### config.mk
export PLATFORM = sky130hd
export DESIGN_NAME = gemm_loop_controller_flat
export DESIGN_NICKNAME = d
export VERILOG_FILES = /design/src/rtl/gemm_pkg.sv /design/src/rtl/gemm_loop_controller_if.sv /design/src/rtl/gemm_wrap_counter.sv /design/src/rtl/gemm_loop_controller.sv /design/src/flat_wrapper.sv
export SDC_FILE = /design/constraint.sdc
export NUM_CORES = 1
export LEC_CHECK = 0
export CORE_MARGIN = 2
export CORE_UTILIZATION = 47
export CTS_CLUSTER_DIAMETER = 200
export DETAILED_ROUTE_END_ITERATION = 6
export MAX_ROUTING_LAYER = met4
export PLACE_DENSITY = 0.74
export SYNTH_ARGS = -nofsm -noshare
export SYNTH_HDL_FRONTEND = slang
export SYNTH_HIERARCHICAL = 1
export SYNTH_SLANG_ARGS = --single-unit
### constraint.sdc
create_clock -name clk_i -period 3.7 [get_ports clk_i]
set_input_delay 0.74 -clock clk_i [delete_from_list [all_inputs] [get_ports clk_i]]
set_output_delay 0.74 -clock clk_i [all_outputs]
set_load 0.05 [all_outputs]
### src/rtl/gemm_pkg.sv
// Shared types and default widths for the GEMM loop controller.
package gemm_pkg;

    localparam int unsigned AddrWidthDef     = 12;
    localparam int unsigned SizeAddrWidthDef = 8;

    typedef enum logic [1:0] {
        IDLE  = 2'd0,
        RUN   = 2'd1,
        DRAIN = 2'd2,
        DONE  = 2'd3
    } ctrl_state_e;

    // One slot of the issue -> MAC -> C-write pipeline.
    typedef struct packed {
        logic                    valid;
        logic                    first;
        logic                    last;
        logic [AddrWidthDef-1:0] c_addr;
    } pipe_bundle_t;

endpackage

### src/rtl/gemm_loop_controller_if.sv
// Job control, SRAM address and MAC strobe bundle between the controller and its surroundings.
interface gemm_loop_controller_if #(
    parameter int unsigned AddrWidth     = gemm_pkg::AddrWidthDef,
    parameter int unsigned SizeAddrWidth = gemm_pkg::SizeAddrWidthDef
);
    logic                     start_i;
    logic [SizeAddrWidth-1:0] M_size_i;
    logic [SizeAddrWidth-1:0] K_size_i;
    logic [SizeAddrWidth-1:0] N_size_i;
    logic [AddrWidth-1:0]     sram_a_addr_o;
    logic [AddrWidth-1:0]     sram_b_addr_o;
    logic                     mac_valid_o;
    logic                     mac_first_o;
    logic                     mac_last_o;
    logic [AddrWidth-1:0]     sram_c_addr_o;
    logic                     sram_c_we_o;
    logic                     busy_o;
    logic                     done_o;

    modport master (
        output start_i, M_size_i, K_size_i, N_size_i,
        input  sram_a_addr_o, sram_b_addr_o, mac_valid_o, mac_first_o, mac_last_o,
        input  sram_c_addr_o, sram_c_we_o, busy_o, done_o
    );

    modport slave (
        input  start_i, M_size_i, K_size_i, N_size_i,
        output sram_a_addr_o, sram_b_addr_o, mac_valid_o, mac_first_o, mac_last_o,
        output sram_c_addr_o, sram_c_we_o, busy_o, done_o
    );
endinterface

### src/rtl/gemm_wrap_counter.sv
// Up-counter that returns to zero after reaching max; wrap_o flags the step that wraps.
module gemm_wrap_counter #(
    parameter int unsigned Width = 8
) (
    input  logic             clk_i,
    input  logic             rst_ni,
    input  logic             en_i,
    input  logic             clear_i,
    input  logic [Width-1:0] max_i,
    output logic [Width-1:0] count_o,
    output logic             wrap_o
);
    logic [Width-1:0] r_count;

    assign wrap_o  = en_i && (r_count == max_i);
    assign count_o = r_count;

    // Count register: clear wins, otherwise step or wrap on enable.
    always_ff @(posedge clk_i or negedge rst_ni) begin
        if (!rst_ni) begin
            r_count <= '0;
        end else if (clear_i) begin
            r_count <= '0;
        end else if (en_i) begin
            r_count <= wrap_o ? '0 : r_count + Width'(1);
        end
    end
endmodule

### src/rtl/gemm_loop_controller.sv
// Walks the m -> n -> k loop nest, generates A/B/C SRAM addresses without multipliers
// and delays the MAC/C-write strobes to line up with the 1-cycle SRAM read.
//
//   state | meaning
//   IDLE  | waiting for start_i, sizes sampled on accept
//   RUN   | one (m,n,k) read issued per cycle
//   DRAIN | two cycles letting the last issue reach the MAC and the C write
//   DONE  | one-cycle done_o pulse
module gemm_loop_controller #(
    parameter int unsigned AddrWidth     = gemm_pkg::AddrWidthDef,
    parameter int unsigned SizeAddrWidth = gemm_pkg::SizeAddrWidthDef
) (
    input logic clk_i,
    input logic rst_ni,
    gemm_loop_controller_if.slave bus
);
    import gemm_pkg::*;

    localparam int unsigned Sw = SizeAddrWidth;
    localparam int unsigned Aw = AddrWidth;

    ctrl_state_e   r_state, w_state_next;
    logic          r_drain_cnt;
    logic [Sw-1:0] r_m_size, r_k_size, r_n_size;
    logic [Sw-1:0] w_k_cnt, w_n_cnt, w_m_cnt_unused;
    logic          w_k_wrap, w_n_wrap, w_m_wrap;
    logic          w_issue, w_idle, w_sizes_ok;
    logic [Aw-1:0] r_a_base, r_b_addr, r_c_cnt, r_a_last, r_b_last;
    logic [Aw-1:0] w_a_live;
    pipe_bundle_t  r_s1, r_s2;

    assign w_issue    = (r_state == RUN);
    assign w_idle     = (r_state == IDLE);
    assign w_sizes_ok = (|bus.M_size_i) && (|bus.K_size_i) && (|bus.N_size_i);
    assign w_a_live   = r_a_base + Aw'(w_k_cnt);

    gemm_wrap_counter #(.Width(Sw)) u_k_cnt (
        .clk_i(clk_i), .rst_ni(rst_ni), .en_i(w_issue), .clear_i(w_idle),
        .max_i(r_k_size - Sw'(1)), .count_o(w_k_cnt), .wrap_o(w_k_wrap)
    );
    gemm_wrap_counter #(.Width(Sw)) u_n_cnt (
        .clk_i(clk_i), .rst_ni(rst_ni), .en_i(w_k_wrap), .clear_i(w_idle),
        .max_i(r_n_size - Sw'(1)), .count_o(w_n_cnt), .wrap_o(w_n_wrap)
    );
    gemm_wrap_counter #(.Width(Sw)) u_m_cnt (
        .clk_i(clk_i), .rst_ni(rst_ni), .en_i(w_n_wrap), .clear_i(w_idle),
        .max_i(r_m_size - Sw'(1)), .count_o(w_m_cnt_unused), .wrap_o(w_m_wrap)
    );

    // State register and drain-cycle counter.
    always_ff @(posedge clk_i or negedge rst_ni) begin
        if (!rst_ni) begin
            r_state     <= IDLE;
            r_drain_cnt <= 1'b0;
        end else begin
            r_state     <= w_state_next;
            r_drain_cnt <= (r_state == DRAIN) ? ~r_drain_cnt : 1'b0;
        end
    end

    // Next-state decode; the m-counter wrap marks the final issue of the job.
    always_comb begin
        w_state_next = r_state;
        case (r_state)
            IDLE:    if (bus.start_i) w_state_next = w_sizes_ok ? RUN : DONE;
            RUN:     if (w_m_wrap) w_state_next = DRAIN;
            DRAIN:   if (r_drain_cnt) w_state_next = DONE;
            DONE:    w_state_next = IDLE;
            default: w_state_next = IDLE;
        endcase
    end

    // Size latch on accept; incremental A base, B address and C pair index.
    always_ff @(posedge clk_i or negedge rst_ni) begin
        if (!rst_ni) begin
            r_m_size <= '0;
            r_k_size <= '0;
            r_n_size <= '0;
            r_a_base <= '0;
            r_b_addr <= '0;
            r_c_cnt  <= '0;
            r_a_last <= '0;
            r_b_last <= '0;
        end else begin
            if (w_idle && bus.start_i) begin
                r_m_size <= bus.M_size_i;
                r_k_size <= bus.K_size_i;
                r_n_size <= bus.N_size_i;
            end
            if (w_issue) begin
                r_a_last <= w_a_live;
                r_b_last <= r_b_addr;
            end
            if (w_idle) begin
                r_a_base <= '0;
                r_b_addr <= '0;
                r_c_cnt  <= '0;
            end else begin
                if (w_n_wrap) r_a_base <= w_m_wrap ? '0 : r_a_base + Aw'(r_k_size);
                if (w_k_wrap) begin
                    r_b_addr <= w_n_wrap ? '0 : Aw'(w_n_cnt) + Aw'(1);
                    r_c_cnt  <= w_m_wrap ? '0 : r_c_cnt + Aw'(1);
                end else if (w_issue) begin
                    r_b_addr <= r_b_addr + Aw'(r_n_size);
                end
            end
        end
    end

    // Stage 1 follows the read issue by one cycle; stage 2 keeps only dot-product ends.
    always_ff @(posedge clk_i or negedge rst_ni) begin
        if (!rst_ni) begin
            r_s1 <= '0;
            r_s2 <= '0;
        end else begin
            r_s1        <= '0;
            if (w_issue) begin
                r_s1.valid  <= 1'b1;
                r_s1.first  <= (w_k_cnt == '0);
                r_s1.last   <= w_k_wrap;
                r_s1.c_addr <= AddrWidthDef'(r_c_cnt);
            end
            r_s2 <= (r_s1.valid && r_s1.last) ? r_s1 : '0;
        end
    end

    assign bus.sram_a_addr_o = (r_state == DRAIN) ? r_a_last : w_a_live;
    assign bus.sram_b_addr_o = (r_state == DRAIN) ? r_b_last : r_b_addr;
    assign bus.mac_valid_o   = r_s1.valid;
    assign bus.mac_first_o   = r_s1.first;
    assign bus.mac_last_o    = r_s1.last;
    assign bus.sram_c_we_o   = r_s2.valid;
    assign bus.sram_c_addr_o = Aw'(r_s2.c_addr);
    assign bus.busy_o        = !w_idle;
    assign bus.done_o        = (r_state == DONE);
endmodule
### src/flat_wrapper.sv
// flat-port wrapper written by rule: the top's interface ports become plain ports
module gemm_loop_controller_flat import gemm_pkg::*;
#(
    parameter int unsigned AddrWidth     = gemm_pkg::AddrWidthDef,
    parameter int unsigned SizeAddrWidth = gemm_pkg::SizeAddrWidthDef
)
  (clk_i, rst_ni, bus_start_i, bus_M_size_i, bus_K_size_i, bus_N_size_i, bus_sram_a_addr_o, bus_sram_b_addr_o, bus_mac_valid_o, bus_mac_first_o, bus_mac_last_o, bus_sram_c_addr_o, bus_sram_c_we_o, bus_busy_o, bus_done_o);
  gemm_loop_controller_if #(.AddrWidth(AddrWidth), .SizeAddrWidth(SizeAddrWidth)) bus_i ();
  input logic clk_i;
  input logic rst_ni;
  input wire logic [$bits(bus_i.start_i)-1:0] bus_start_i;
  input wire logic [$bits(bus_i.M_size_i)-1:0] bus_M_size_i;
  input wire logic [$bits(bus_i.K_size_i)-1:0] bus_K_size_i;
  input wire logic [$bits(bus_i.N_size_i)-1:0] bus_N_size_i;
  output wire logic [$bits(bus_i.sram_a_addr_o)-1:0] bus_sram_a_addr_o;
  output wire logic [$bits(bus_i.sram_b_addr_o)-1:0] bus_sram_b_addr_o;
  output wire logic [$bits(bus_i.mac_valid_o)-1:0] bus_mac_valid_o;
  output wire logic [$bits(bus_i.mac_first_o)-1:0] bus_mac_first_o;
  output wire logic [$bits(bus_i.mac_last_o)-1:0] bus_mac_last_o;
  output wire logic [$bits(bus_i.sram_c_addr_o)-1:0] bus_sram_c_addr_o;
  output wire logic [$bits(bus_i.sram_c_we_o)-1:0] bus_sram_c_we_o;
  output wire logic [$bits(bus_i.busy_o)-1:0] bus_busy_o;
  output wire logic [$bits(bus_i.done_o)-1:0] bus_done_o;
  assign bus_i.start_i = bus_start_i;
  assign bus_i.M_size_i = bus_M_size_i;
  assign bus_i.K_size_i = bus_K_size_i;
  assign bus_i.N_size_i = bus_N_size_i;
  assign bus_sram_a_addr_o = bus_i.sram_a_addr_o;
  assign bus_sram_b_addr_o = bus_i.sram_b_addr_o;
  assign bus_mac_valid_o = bus_i.mac_valid_o;
  assign bus_mac_first_o = bus_i.mac_first_o;
  assign bus_mac_last_o = bus_i.mac_last_o;
  assign bus_sram_c_addr_o = bus_i.sram_c_addr_o;
  assign bus_sram_c_we_o = bus_i.sram_c_we_o;
  assign bus_busy_o = bus_i.busy_o;
  assign bus_done_o = bus_i.done_o;
  gemm_loop_controller #(.AddrWidth(AddrWidth), .SizeAddrWidth(SizeAddrWidth)) u_core (.clk_i(clk_i), .rst_ni(rst_ni), .bus(bus_i));
endmodule
======== Word level (Yosys, flattened, before mapping) ========
Cells that the tools add are included.
word-level totals
  bits in registers ....................... 139
  input bits .............................. 27
  output and inout port bits .............. 42
  word-level logic and storage cells ...... 87
cells by class
  add/sub/neg operators ................... 11
  equality and inequality tests ........... 9
  mux-type cells .......................... 29
  bitwise operators ....................... 1
  reduce and logical (&&, ||, !) cells .... 18
operators by type and width
  cell                     number
  $mux W12                 12
  $mux W8                  9
  $add A12 B8 Y12          3
  $mux W15                 2
  $add A8 B1 Y8 const B    3
  $eq A8 B8 Y1             3
  $reduce_or A8 Y1         3
  $sub A8 B1 Y8 const B    3
  $add A12 B1 Y12 const B  1
  $add A8 B1 Y9 const B    1
  $logic_not A8 Y1         1
  $mux W2                  4
  $pmux W2 S4              1
  $logic_and A1 B1 Y1      7
  $reduce_bool A2 Y1       3
  $eq A2 B2 Y1 const B     2
  $ne A2 B2 Y1 const B     2
  $reduce_and A3 Y1        1
  $reduce_bool A3 Y1       1
  $eq A2 B1 Y1 const B     1
  $logic_not A2 Y1         1
  $ne A2 B1 Y1 const B     1
  $logic_not A1 Y1         1
  $mux W1                  1
  $not A1 Y1               1

======== Logic depth before layout (Yosys ltp) ========
Gate-level depths: netlist (run 1).
  word-level depth ........................ 8
  depth in mapped cells ................... 19
  mapped depth without buffers ............ 17

======== By module ========
Netlist (run 1), hierarchy kept.
modules (own cells, without submodules)
  module                times used  cells each  area each (um2)  seq. area each (um2)
  gemm_loop_controller  1           621         6338.6           2877.8
  gemm_wrap_counter     3           51          520.5            200.2

======== Worst setup path before layout (run 1) ========
OpenSTA, ideal clock, no wires.
  path type ............................... reg2reg
  from .................................... register u_core.r_k_size[5]
  to ...................................... register u_core.r_a_base[1]
  library setup time ...................... 0.121 ns
  arrival time ............................ 3.932 ns
  data required time ...................... 3.579 ns
  path slack .............................. -0.353 ns
  cell stages (with the launch flop) ...... 17
  buffers on the path ..................... 3
  period minus slack after synthesis ...... 4.053 ns
  cells stage by stage .................... dfrtp_1 or4_1 nor4_1 xor2_1 xnor2_1 nand4_1 nor3_4 buf_4 inv_1 nor3_4 buf_4 inv_1 nor3_4 nor2_1 and2_1 clkbuf_1 a22o_1
between the ends
  cells in the longest elaborated chain, start to end .. 8
  elaborated cells between the ends (all ways) .. 9
  those cells by class .................... add/sub: 1; eq/ne: 1; mux: 3; reduce/logical: 4
RTL lines
  what                       line                        source
  from (decl)                gemm_loop_controller.sv:24  logic [Sw-1:0] r_m_size, r_k_size, r_n_size;
  from (signal assigned)     gemm_loop_controller.sv:87  r_k_size <= bus.K_size_i;
  $sub A8 B1 Y8              gemm_loop_controller.sv:39  .max_i(r_k_size - Sw'(1)), .count_o(w_k_cnt), .wrap_o(w_k_wrap)
  $eq A8 B8 Y1               gemm_wrap_counter.sv:15     assign wrap_o = en_i && (r_count == max_i);
  $logic_and A1 B1 Y1        gemm_wrap_counter.sv:15
  named net u_core.w_k_wrap  gemm_loop_controller.sv:26  logic w_k_wrap, w_n_wrap, w_m_wrap;
  $logic_and A1 B1 Y1        gemm_wrap_counter.sv:15
  named net u_core.w_n_wrap  gemm_loop_controller.sv:26
  $logic_and A1 B1 Y1        gemm_wrap_counter.sv:15
  named net u_core.w_m_wrap  gemm_loop_controller.sv:26
  $mux W12 (2 in a row)      gemm_loop_controller.sv:99  if (w_n_wrap) r_a_base <= w_m_wrap ? '0 : r_a_base + Aw'(r_k_size);
  $mux W12                   gemm_loop_controller.sv:94  if (w_idle) begin
  to (signal assigned)       gemm_loop_controller.sv:99
  to (decl)                  gemm_loop_controller.sv:28  logic [Aw-1:0] r_a_base, r_b_addr, r_c_cnt, r_a_last, r_b_last;
The timed path passes the listed nets, and every way through them passes these cells. The select of a mux whose other input is x is not followed.
A chain may end at the register's enable or synchronous reset.

======== Final worst setup path (run 1) ========
  from .................................... register u_core.u_k_cnt.r_count[0] (netlist: u_core/u_k_cnt/count_o[0])
  to ...................................... output bus_sram_a_addr_o[10]
between the ends
  cells in the longest elaborated chain, start to end .. 2
RTL lines
  what                    line                         source
  from (decl)             gemm_wrap_counter.sv:13      logic [Width-1:0] r_count;
  from (signal assigned)  gemm_wrap_counter.sv:25      r_count <= wrap_o ? '0 : r_count + Width'(1);
  $add A12 B8 Y12         gemm_loop_controller.sv:35   assign w_a_live = r_a_base + Aw'(w_k_cnt);
  $mux W12                gemm_loop_controller.sv:127  assign bus.sram_a_addr_o = (r_state == DRAIN) ? r_a_last : w_a_live;
  to (decl)               flat_wrapper.sv:15           output wire logic [$bits(bus_i.sram_a_addr_o)-1:0] bus_sram_a_addr_o;
Every way passes these cells.

==> results.md, run 1 <==
- Status: complete, no violations
- Largest net degree at the start of global routing: 78
- # port buffers: 68
- Die ar.: between 15,000 and 20,000 um2
- Top_reg_cell synth: dfrtp_1
- Top-count cell post-synth: dfrtp_1
- Post-synthesis cell count: 774
- Async SR Flop Fraction: 100%
- Syn Nets: 840
- Leak: 4.29 nW
- Sequential fraction of the synthesis area: between 40% and 50%
- Slew @ Worst Pin: 0.893 ns
- DR iter-0 viols: about 300
- Slew margin rel.: 40.2%
- DR vias/cell: roughly 5.5
- RD Place Congestion: 0.852
- Clock latency on the worst-skew pair: 0.43 ns
- Endpoints failing setup: 0
- Number of global-route vias before repair: 5,726
- Total Neg Setup Slack: 0 ns
- Pwr Total: between 6 and 7 mW
- Area grow syn2layout: 19.2%
- Power per Cell Area: 662 nW/um2
- Via count: between 5,000 and 6,000
- Cts hold-fix bufs: 0
- Share of cells above drive strength 1: between 15 and 20%
- Drt first pass iters: 5
- Fill cells: 1,375
- DRC: 0
- Crit path capture type: output port
- Crit path kind: reg -> out
- H-tree levels: 4
- CP Launch Type: register
- Cell taking the most area after synthesis: dfrtp_1
- Synth warn: 6
- Fmax: around 280 MHz
- Diodes inserted: 0
- Cells after DPL: 1,047
- Non-Filler Instances: 1,079
- Max clock buf depth: 2
- Post-CTS Setup Bufs: 0
- Synth unique cells: 57
- Final min period: 3.52 ns
- Row count: 47
- Count of pins over their slew limit: 0
- DRT antenna net count: 0
- Die height: 134 um
- Cell area after layout: 9420 um2
- Post-synth EDFFs: 0
- Syn Std Cell Area: a little under 8000 um2
- Period utilisation layout: 95.2%
- Area after DPL: 8800 um2
- Setup Skew: just under 0.007 ns
- Initial antenna violation count: 0
- Avg WL per Cell: ~15 um
- Hold crit path type: in -> async
- Final Hold Vio Count: 0
- GRT overflow: 0
- Resized Gates After CTS: 0
- Clock root cell: clkbuf_16
- First-pass GRT wire length: 28.9 mm
- R2R cell count: 12
- Yosys top cell area share: 44.0%
- CTS tree: yes
- RSZ-0062 raised after global routing: false
- Max-cap violations: 0
- Syn Area/Cell: 10.2 um2
- TritonCTS Buffers: 17
- Sinks on Clock Net: roughly 140
- Peak supply drop: between 300 and 400 uV
- Crit path arrival time: around 2.8 ns
- Initial Util: 47.8%
- DRT Wirelength: 16.7 mm
- Flops & latches, synth: approximately 140
- Net count, final: 912
- Top cells by area, synth: dfrtp_1 44%, mux2_2 8.1%, ha_1 5.7%
- Clock slew at reported path FFs: 0.06 ns
- CP max FO: 7
- Ports: around 70
- Core Area: about 17,000 um2
- GRT Overall Usage: about 21%
- HPWL after DPL: roughly 12 mm
- Synth cell count leaders: 139 x dfrtp_1, 72 x nand2_1, 57 x mux2_2
- Die X-Extent: between 100 and 150 um
- Crit path required time: 2.96 ns
==> cell families (layout without fill, tap and decap cells) <==
kind of cell    Yosys count  count (layout)  synth area share, %
mux                      63              63                 8.89
compound gates          120             120                 9.53
xor+xnor                 93              93                 10.3
simple gates            262             262                 17.4
flops                   139             139                 44.0
buf+inv                  58             143                 3.39
fa+ha+maj                39              39                 6.46
==> final timing paths <==
kind | startpoint | to | slack (ns)
hold / removal | rst_ni | u_core/r_m_size[3]$_DFFE_PN0P_ | 0.34
max in group asynchronous | rst_ni | u_core/bus.sram_c_addr_o[8]$_DFF_PN0_ | 2.57
hold reg to reg | u_core/r_drain_cnt$_DFF_PN0_ | u_core/r_drain_cnt$_DFF_PN0_ | 0.42
setup reg to reg | u_core/r_k_size[4]$_DFFE_PN0P_ | u_core/r_b_addr[8]$_DFFE_PN0P_ | 0.36
min in group clk_i | u_core/r_drain_cnt$_DFF_PN0_ | u_core/r_drain_cnt$_DFF_PN0_ | 0.42
setup / recovery | u_core/u_k_cnt/count_o[0]$_DFFE_PN0P_ | bus_sram_a_addr_o[10] | 0.18
==> power breakdown <==
| part | switching, mW | total [mW] | leakage [nW] | internal (mW) |
|---|---|---|---|---|
| clock | 0.723 | 1.74 | 0.296 | 1.02 |
| sequential | 0.309 | 2.07 | 1.87 | 1.76 |
| combinational | 1.40 | 2.42 | 2.12 | 1.02 |
==> metal layers <==
metal | routed length [um] | track usage, %
met1 | 7810 | 27.9
met2 | 7840 | 32.0
met5 | 0 | -
met4 | 339 | 7.33
met3 | 686 | 3.39
==> layout make-up <==
type | count | area (um2) | area share, %
inverters | 31 | 121 | 1.29
well taps | 220 | 275 | 2.92
multi-input cells | 577 | 4180 | 44.4
repair buffers | 80 | 754 | 8.01
flip-flops and latches | 139 | 3480 | 37.0
clock inverters | 15 | 179 | 1.90
clock buffers | 17 | 425 | 4.52
==> worst max-delay path: stages, from the launching register on <==
cell	delay, ns
dfrtp_2	0.47
ha_1	0.25
fa_1	0.42
a21oi_2	0.18
o21ai_1	0.14
o22ai_2	0.19
nor2_1	0.10
xor2_1	0.16
mux2_2	0.30
buf_12	0.15
==> cells in the final DEF, fill, tap and decap left out, types with 15 or more instances in the layout <==
cell             count
dfrtp_1            138
ha_1                35
and2_1              15
clkdlybuf4s50_1     43
inv_1               29
mux2_2              57
and3_1              20
nor3_1              21
buf_4               32
xor2_1              43
nand4_1             16
o21ai_0             48
a21oi_1             20
xnor2_1             50
clkbuf_16           17
nand3_1             15
nand2_1             72
nor2_1              50
==> state kept, by name, summed over array words and instances (netlist names) <==
| name | count |
|---|---|
| u_core/bus.mac_first_o | 1 |
| u_core/bus.mac_last_o | 1 |
| u_core/bus.mac_valid_o | 1 |
| u_core/bus.sram_c_addr_o | 12 |
| u_core/bus.sram_c_we_o | 1 |
| u_core/r_a_base | 12 |
| u_core/r_a_last | 12 |
| u_core/r_b_addr | 12 |
| u_core/r_b_last | 12 |
| u_core/r_c_cnt | 12 |
| u_core/r_drain_cnt | 1 |
| u_core/r_k_size | 8 |
| u_core/r_m_size | 8 |
| u_core/r_n_size | 8 |
| u_core/r_s1 | 12 |
| u_core/r_state | 2 |
| u_core/u_k_cnt/count_o | 8 |
| u_core/u_m_cnt/count_o | 8 |
| u_core/u_n_cnt/count_o | 8 |
==> per-stage QoR <==
stage | util (%) | setup WS (ns) | hold WS, ns
6_report | 57.0 | 0.179 | 0.338
5_1_grt | 57.0 | 0.0154 | 0.397
4_1_cts | 56.9 | 0.00627 | 0.368
3_5_place_dp | 53.3 | 0.384 | 0.403
3_3_place_gp | 53.3 | 0.472 | 0.398
2_1_floorplan | - | -0.0255 | 0.389
Power figures use the tool's default switching activity.
==> run 2, diff against run 1 <==
--- a/config.mk
+++ b/config.mk
@@ -9,8 +9,9 @@
 export CORE_UTILIZATION = 47
 export CTS_CLUSTER_DIAMETER = 200
 export DETAILED_ROUTE_END_ITERATION = 6
+export GPL_TIMING_DRIVEN = 0
 export MAX_ROUTING_LAYER = met4
-export PLACE_DENSITY = 0.74
+export PLACE_DENSITY = 0.71
 export SYNTH_ARGS = -nofsm -noshare
 export SYNTH_HDL_FRONTEND = slang
 export SYNTH_HIERARCHICAL = 1
==> constraint.sdc (replaced) <==
create_clock -name clk_i -period 3.85 [get_ports clk_i]
set_input_delay 0.77 -clock clk_i [delete_from_list [all_inputs] [get_ports clk_i]]
set_output_delay 0.77 -clock clk_i [all_outputs]
set_load 0.05 [all_outputs]
==> run 2 against run 1 <==
Die area stayed put; highest routed layer unchanged; combinational power hardly changed; clock power is 7% lower; global-route usage is 0.69 points higher.
==> results.md, run 2 (synthesized netlist as in run 1, its figures left out) <==
- # port buffers: 68
- Period utilisation layout: 97.9%
- Power per Cell Area: 636 nW/um2
- Crit path capture type: output port
- DRT antenna net count: 0
- CP max FO: 7
- Area grow syn2layout: 20.7%
- GRT overflow: 0
- Reg2Reg Capture Point: u_core/r_a_base[0]$_DFFE_PN0P_
- Pwr Total: 6.07 mW
- R2R cell count: 16
- Flop-to-flop setup slack: 0.20 ns
- Clock slew at reported path FFs: 0.07 ns
- Die X-Extent: 134 um
- Setup Skew: ~0.011 ns
- Peak supply drop: 396 uV
- Max-cap violations: 0
- Core Area: 16,500 um2
- Ports: a little under 70
- Avg WL per Cell: 15.7 um
- TritonCTS Buffers: 17
- Diodes inserted: 0
- Die ar.: 17,900 um2
- RSZ-0062 raised after global routing: true
- Final Hold Vio Count: 0
- Final min period: 3.77 ns
- Max clock buf depth: 2
- Crit path required time: 3.08 ns
- Crit path arrival time: about 3.0 ns
- Sinks on Clock Net: roughly 140
- Clock root cell: clkbuf_16
- CP Launch Type: register
- GRT Overall Usage: 21.4%
- RD Place Congestion: 0.833
- Fill cells: 1,441
- DR vias/cell: 5.35
- Net count, final: 934
- Initial Util: a little under half
- Number of global-route vias before repair: around 5,800
- DRT Wirelength: 17.3 mm
- Status: complete, no violations
- Clock latency on the worst-skew pair: 0.43 ns
- Leak: 4.32 nW
- Count of pins over their slew limit: 0
- Die height: 134 um
- Hold crit path type: in -> async
- DRC: 0
- Via count: 5,886
- Drt first pass iters: 4
- Fmax: 265 MHz
- Share of cells above drive strength 1: 15.9%
- Commonest non-fill, non-tap cell in the layout: dfrtp_1
- DR iter-0 viols: 411
- Initial antenna violation count: 0
- H-tree levels: 4
- Hold_ws: 0.274 ns
- Cts hold-fix bufs: 0
- R2r startpoint: u_core/r_k_size[5]$_DFFE_PN0P_
- Row count: 47
- HPWL after DPL: between 10 and 15 mm
- CTS tree: yes
- Commonest cells after routing, fill and taps aside: 138 x dfrtp_1, 71 x nand2_1, 59 x clkdlybuf4s50_1
- Endpoints failing setup: 0
- Slew margin rel.: 57.3%
- Crit path kind: reg -> out
- Slew @ Worst Pin: 0.640 ns
- Largest net degree at the start of global routing: 90
- First-pass GRT wire length: approximately 30 mm
==> run 2: power by group <==
group	leakage (nW)	internal [mW]	switching, mW
registers	1.87	1.69	0.311
logic	2.16	1.05	1.39
clock network	0.289	0.874	0.745
total	4.32	3.62	2.45
==> run 2: layout make-up <==
| cell class | count | area, um2 | area share (%) |
|---|---|---|---|
| Multi-Input combinational cell | 577 | 4170 | 43.7 |
| Sequential cell | 139 | 3480 | 36.5 |
| Timing Repair Buffer | 77 | 744 | 7.81 |
| Clock buffer | 17 | 425 | 4.46 |
| Tap cell | 220 | 275 | 2.89 |
| Clock inverter | 15 | 168 | 1.76 |
| Buffer | 25 | 156 | 1.64 |
| Inverter | 31 | 116 | 1.22 |
==> run 2: layer usage <==
layer	global-route usage [%]	vias to the layer above	wire length, um
li1	-	2920	-
met1	28.2	2838	8070
met2	33.9	116	8340
met3	4.76	12	703
met4	5.38	0	172
met5	-	-	0
==> run 2: through the flow <==
step	utilization [%]	setup WS, ns	std cells	instance area (um2)	setup TNS [ns]
2_1_floorplan	-	0.0186	774	7910	0
3_3_place_gp	53.7	-3.54	1062	8870	-507.43
3_5_place_dp	53.9	-0.840	1063	8900	-18.47
4_1_cts	57.6	0.0217	1099	9520	0
5_1_grt	57.7	-0.0438	1101	9530	-0.0589
6_report	57.7	0.0791	1101	9530	0
==> run 2: what timing repair did <==
| action | CTS | global route |
|---|---|---|
| setup buffers | 5 | 3 |
| pin swaps | 3 | 3 |
| endpoints found under the setup margin | 43 | 33 |
| gates resized for setup | 12 | 20 |
==> run 2: critical path: stages, from the launching register on <==
cell           delay [ns]
dfrtp_1              0.52
ha_1                 0.36
a21oi_1              0.10
nor3b_2              0.26
o211ai_1             0.18
a21o_1               0.24
a211o_1              0.29
nand3_1              0.09
dlygate4sd2_1        0.53
==> run 2: how the worst max path moves through the flow <==
stage,end,startpoint,cells past startpoint,slack [ns]
floorplan,u_core/r_a_base[1]$_DFFE_PN0P_,u_core/r_k_size[5]$_DFFE_PN0P_,16,0.02
global placement,u_core/bus.sram_c_addr_o[5]$_DFF_PN0_,rst_ni,1,-3.54
detailed placement,u_core/r_a_base[0]$_DFFE_PN0P_,u_core/r_k_size[5]$_DFFE_PN0P_,16,-0.84
CTS,bus_sram_a_addr_o[10],u_core/u_k_cnt/count_o[0]$_DFFE_PN0P_,9,0.02
global route,bus_sram_a_addr_o[11],u_core/u_k_cnt/count_o[1]$_DFFE_PN0P_,8,-0.04
finish,bus_sram_a_addr_o[11],u_core/u_k_cnt/count_o[1]$_DFFE_PN0P_,8,0.08
==> run 3, diff against run 2 <==
--- a/config.mk
+++ b/config.mk
@@ -9,9 +9,11 @@
 export CORE_UTILIZATION = 47
 export CTS_CLUSTER_DIAMETER = 200
 export DETAILED_ROUTE_END_ITERATION = 6
+export GPL_ROUTABILITY_DRIVEN = 0
 export GPL_TIMING_DRIVEN = 0
+export HOLD_SLACK_MARGIN = 0.05
 export MAX_ROUTING_LAYER = met4
-export PLACE_DENSITY = 0.71
+export PLACE_DENSITY = 0.78
 export SYNTH_ARGS = -nofsm -noshare
 export SYNTH_HDL_FRONTEND = slang
 export SYNTH_HIERARCHICAL = 1
==> run 3 against run 2 <==
Clock power up 2%; critical endpoint is now bus_sram_b_addr_o[0]; maximum frequency increased by 1.1%; first-iteration DRC count fell by 11%; count of clock-buffer cells in the layout did not move; power is 1.9% higher; sequential power about the same; sequential cell count is the same; die area unchanged; non-clock buffer count increased by 2; combinational power grew 3%; critical path type unchanged; routed wire length grew 2.6%; largest cell class unchanged.
==> results.md, run 3 (synthesized netlist as in run 1, its figures left out) <==
- Status: complete, no violations
- # port buffers: 68
- First-pass GRT wire length: 29.2 mm
- Number of global-route vias before repair: a little under 6,000
- Crit path arrival time: a little under 3 ns
- Final Hold Vio Count: 0
- Slew margin rel.: 57.6%
- Initial antenna violation count: 0
- DR vias/cell: 5.51
- Setup Skew: 0.00836 ns
- Final min period: 3.73 ns
- Drt first pass iters: 4
- Commonest non-fill, non-tap cell in the layout: dfrtp_1
- Clock root cell: clkbuf_16
- Initial Util: 47.8%
- Clock latency on the worst-skew pair: 0.43 ns
- Die ar.: between 15,000 and 20,000 um2
- Leak: 4.31 nW
- Crit path required time: 3.08 ns
- Max clock buf depth: 2
- Hold crit path type: in -> async
- Peak supply drop: 453 uV
- Share of cells above drive strength 1: between 10% and 20%
- CP Launch Type: register
- CTS tree: yes
- Worst setup margin: 0.121 ns
- Combinational Power Share: a little over 40%
- DRC: 0
- Crit path capture type: output port
- Fmax: ~270 MHz
- Crit path kind: reg -> out
- Row count: 47
- Switching Fraction: 40.3%
- Net count, final: 936
- CP max FO: 10
- Avg WL per Cell: about 16 um
- TritonCTS Buffers: 17
- DRT Wirelength: 17.7 mm
- Sequential power share: 32.3%
- Core Area: 16,500 um2
- DR iter-0 viols: 366
- Clk network pwr share: a little over a quarter
- Diodes inserted: 0
- Internal Power: ~3.7 mW
- Slew @ Worst Pin: 0.636 ns
- Setup WS pre-CTS: -0.854 ns
- GRT overflow: 0
- HPWL after DPL: 12.4 mm
- Largest net degree at the start of global routing: 81
- Sinks on Clock Net: 139
- Clock slew at reported path FFs: 0.07 ns
- GRT Overall Usage: a little over a fifth
- Count of pins over their slew limit: 0
- Die X-Extent: 134 um
- H-tree levels: 4
- Hold_ws: 0.325 ns
- Via count: a little over 6,000
- Net Sw Power: 2.49 mW
- Ports: 69
- Max-cap violations: 0
- Period utilisation layout: between 90% and 100%
- Endpoints failing setup: 0
- Area grow syn2layout: 21.2%
- Commonest cells after routing, fill and taps aside: 137 x dfrtp_1, 71 x nand2_1, 60 x clkdlybuf4s50_1
- DRT antenna net count: 0
- Fill cells: 1,355
- Power per Cell Area: ~650 nW/um2
- Die height: 134 um
==> run 3: changes by cell type in the layout (fill, tap and decap cells not counted), moves of 2 or more <==
cell / before / now
clkbuf_1: 11 / 13
nor2_2: 0 / 2
clkbuf_2: 6 / 3
nor2_1: 51 / 49
clkinv_8: 3 / 1
==> run 3: final cells by class <==
class / count / area (um2) / area share [%]
inverters: 31 / 116 / 1.22
multi-input cells: 577 / 4180 / 43.6
plain buffers: 26 / 156 / 1.63
flip-flops and latches: 139 / 3480 / 36.4
well taps: 220 / 275 / 2.87
clock inverters: 15 / 173 / 1.80
repair buffers: 78 / 773 / 8.08
clock buffers: 17 / 425 / 4.44
==> run 3: per-layer routing <==
metal	wire length (um)	vias to the layer above	global-route usage [%]
met1	8070	2930	27.6
met2	8550	179	33.4
li1	-	2948	-
met3	818	24	4.64
met5	0	-	-
met4	301	0	6.91
==> run 3: path summary, 6_finish.rpt <==
| kind | start | end | slack (ns) | cells past startpoint |
|---|---|---|---|---|
| max reg2reg | u_core/r_k_size[5]$_DFFE_PN0P_ | u_core/r_state[1]$_DFFE_PN0P_ | 0.20 | 17 |
| min in group clk_i | u_core/r_drain_cnt$_DFF_PN0_ | u_core/r_drain_cnt$_DFF_PN0_ | 0.43 | 1 |
| max | u_core/r_state[0]$_DFFE_PN0P_ | bus_sram_b_addr_o[0] | 0.12 | 6 |
| min reg2reg | u_core/r_drain_cnt$_DFF_PN0_ | u_core/r_drain_cnt$_DFF_PN0_ | 0.43 | 1 |
| min | rst_ni | u_core/u_m_cnt/count_o[0]$_DFFE_PN0P_ | 0.32 | 1 |
| max in group asynchronous | rst_ni | u_core/r_a_last[8]$_DFFE_PN0P_ | 2.74 | 2 |
==> run 3: per-stage QoR <==
step	utilization (%)	setup TNS [ns]	std cells	cell area [um2]	total power, mW
finish	57.9	0	1103	9580	6.18
global route	57.9	-0.0329	1103	9580	6.53
CTS	57.7	0	1099	9530	6.16
detailed placement	53.9	-18.55	1063	8900	4.46
global placement	53.7	-506.16	1062	8870	4.38
floorplan	-	0	774	7910	3.78
==> run 3: timing repair <==
item	4_1_cts	5_1_grt
pin swaps	3	5
endpoints found under the setup margin	41	20
hold buffers	0	0
resized for setup	13	15
buffers inserted	5	4
==> run 3: power groups by stage <==
stage	sequential [mW]	clock (mW)	combinational, mW
after floorplan	1.94	0	1.84
after global placement	2.00	0	2.38
after detailed placement	2.01	0	2.45
after CTS	1.98	1.69	2.49
after global routing	2.04	1.76	2.74
final	2.00	1.66	2.52
==> run 3: worst max-delay path, stage by stage (launching register included) <==
cell,delay [ns]
dfrtp_1,0.41
inv_1,0.11
ha_1,0.15
clkbuf_1,0.39
buf_2,0.39
mux2_2,0.38
clkdlybuf4s50_1,0.71
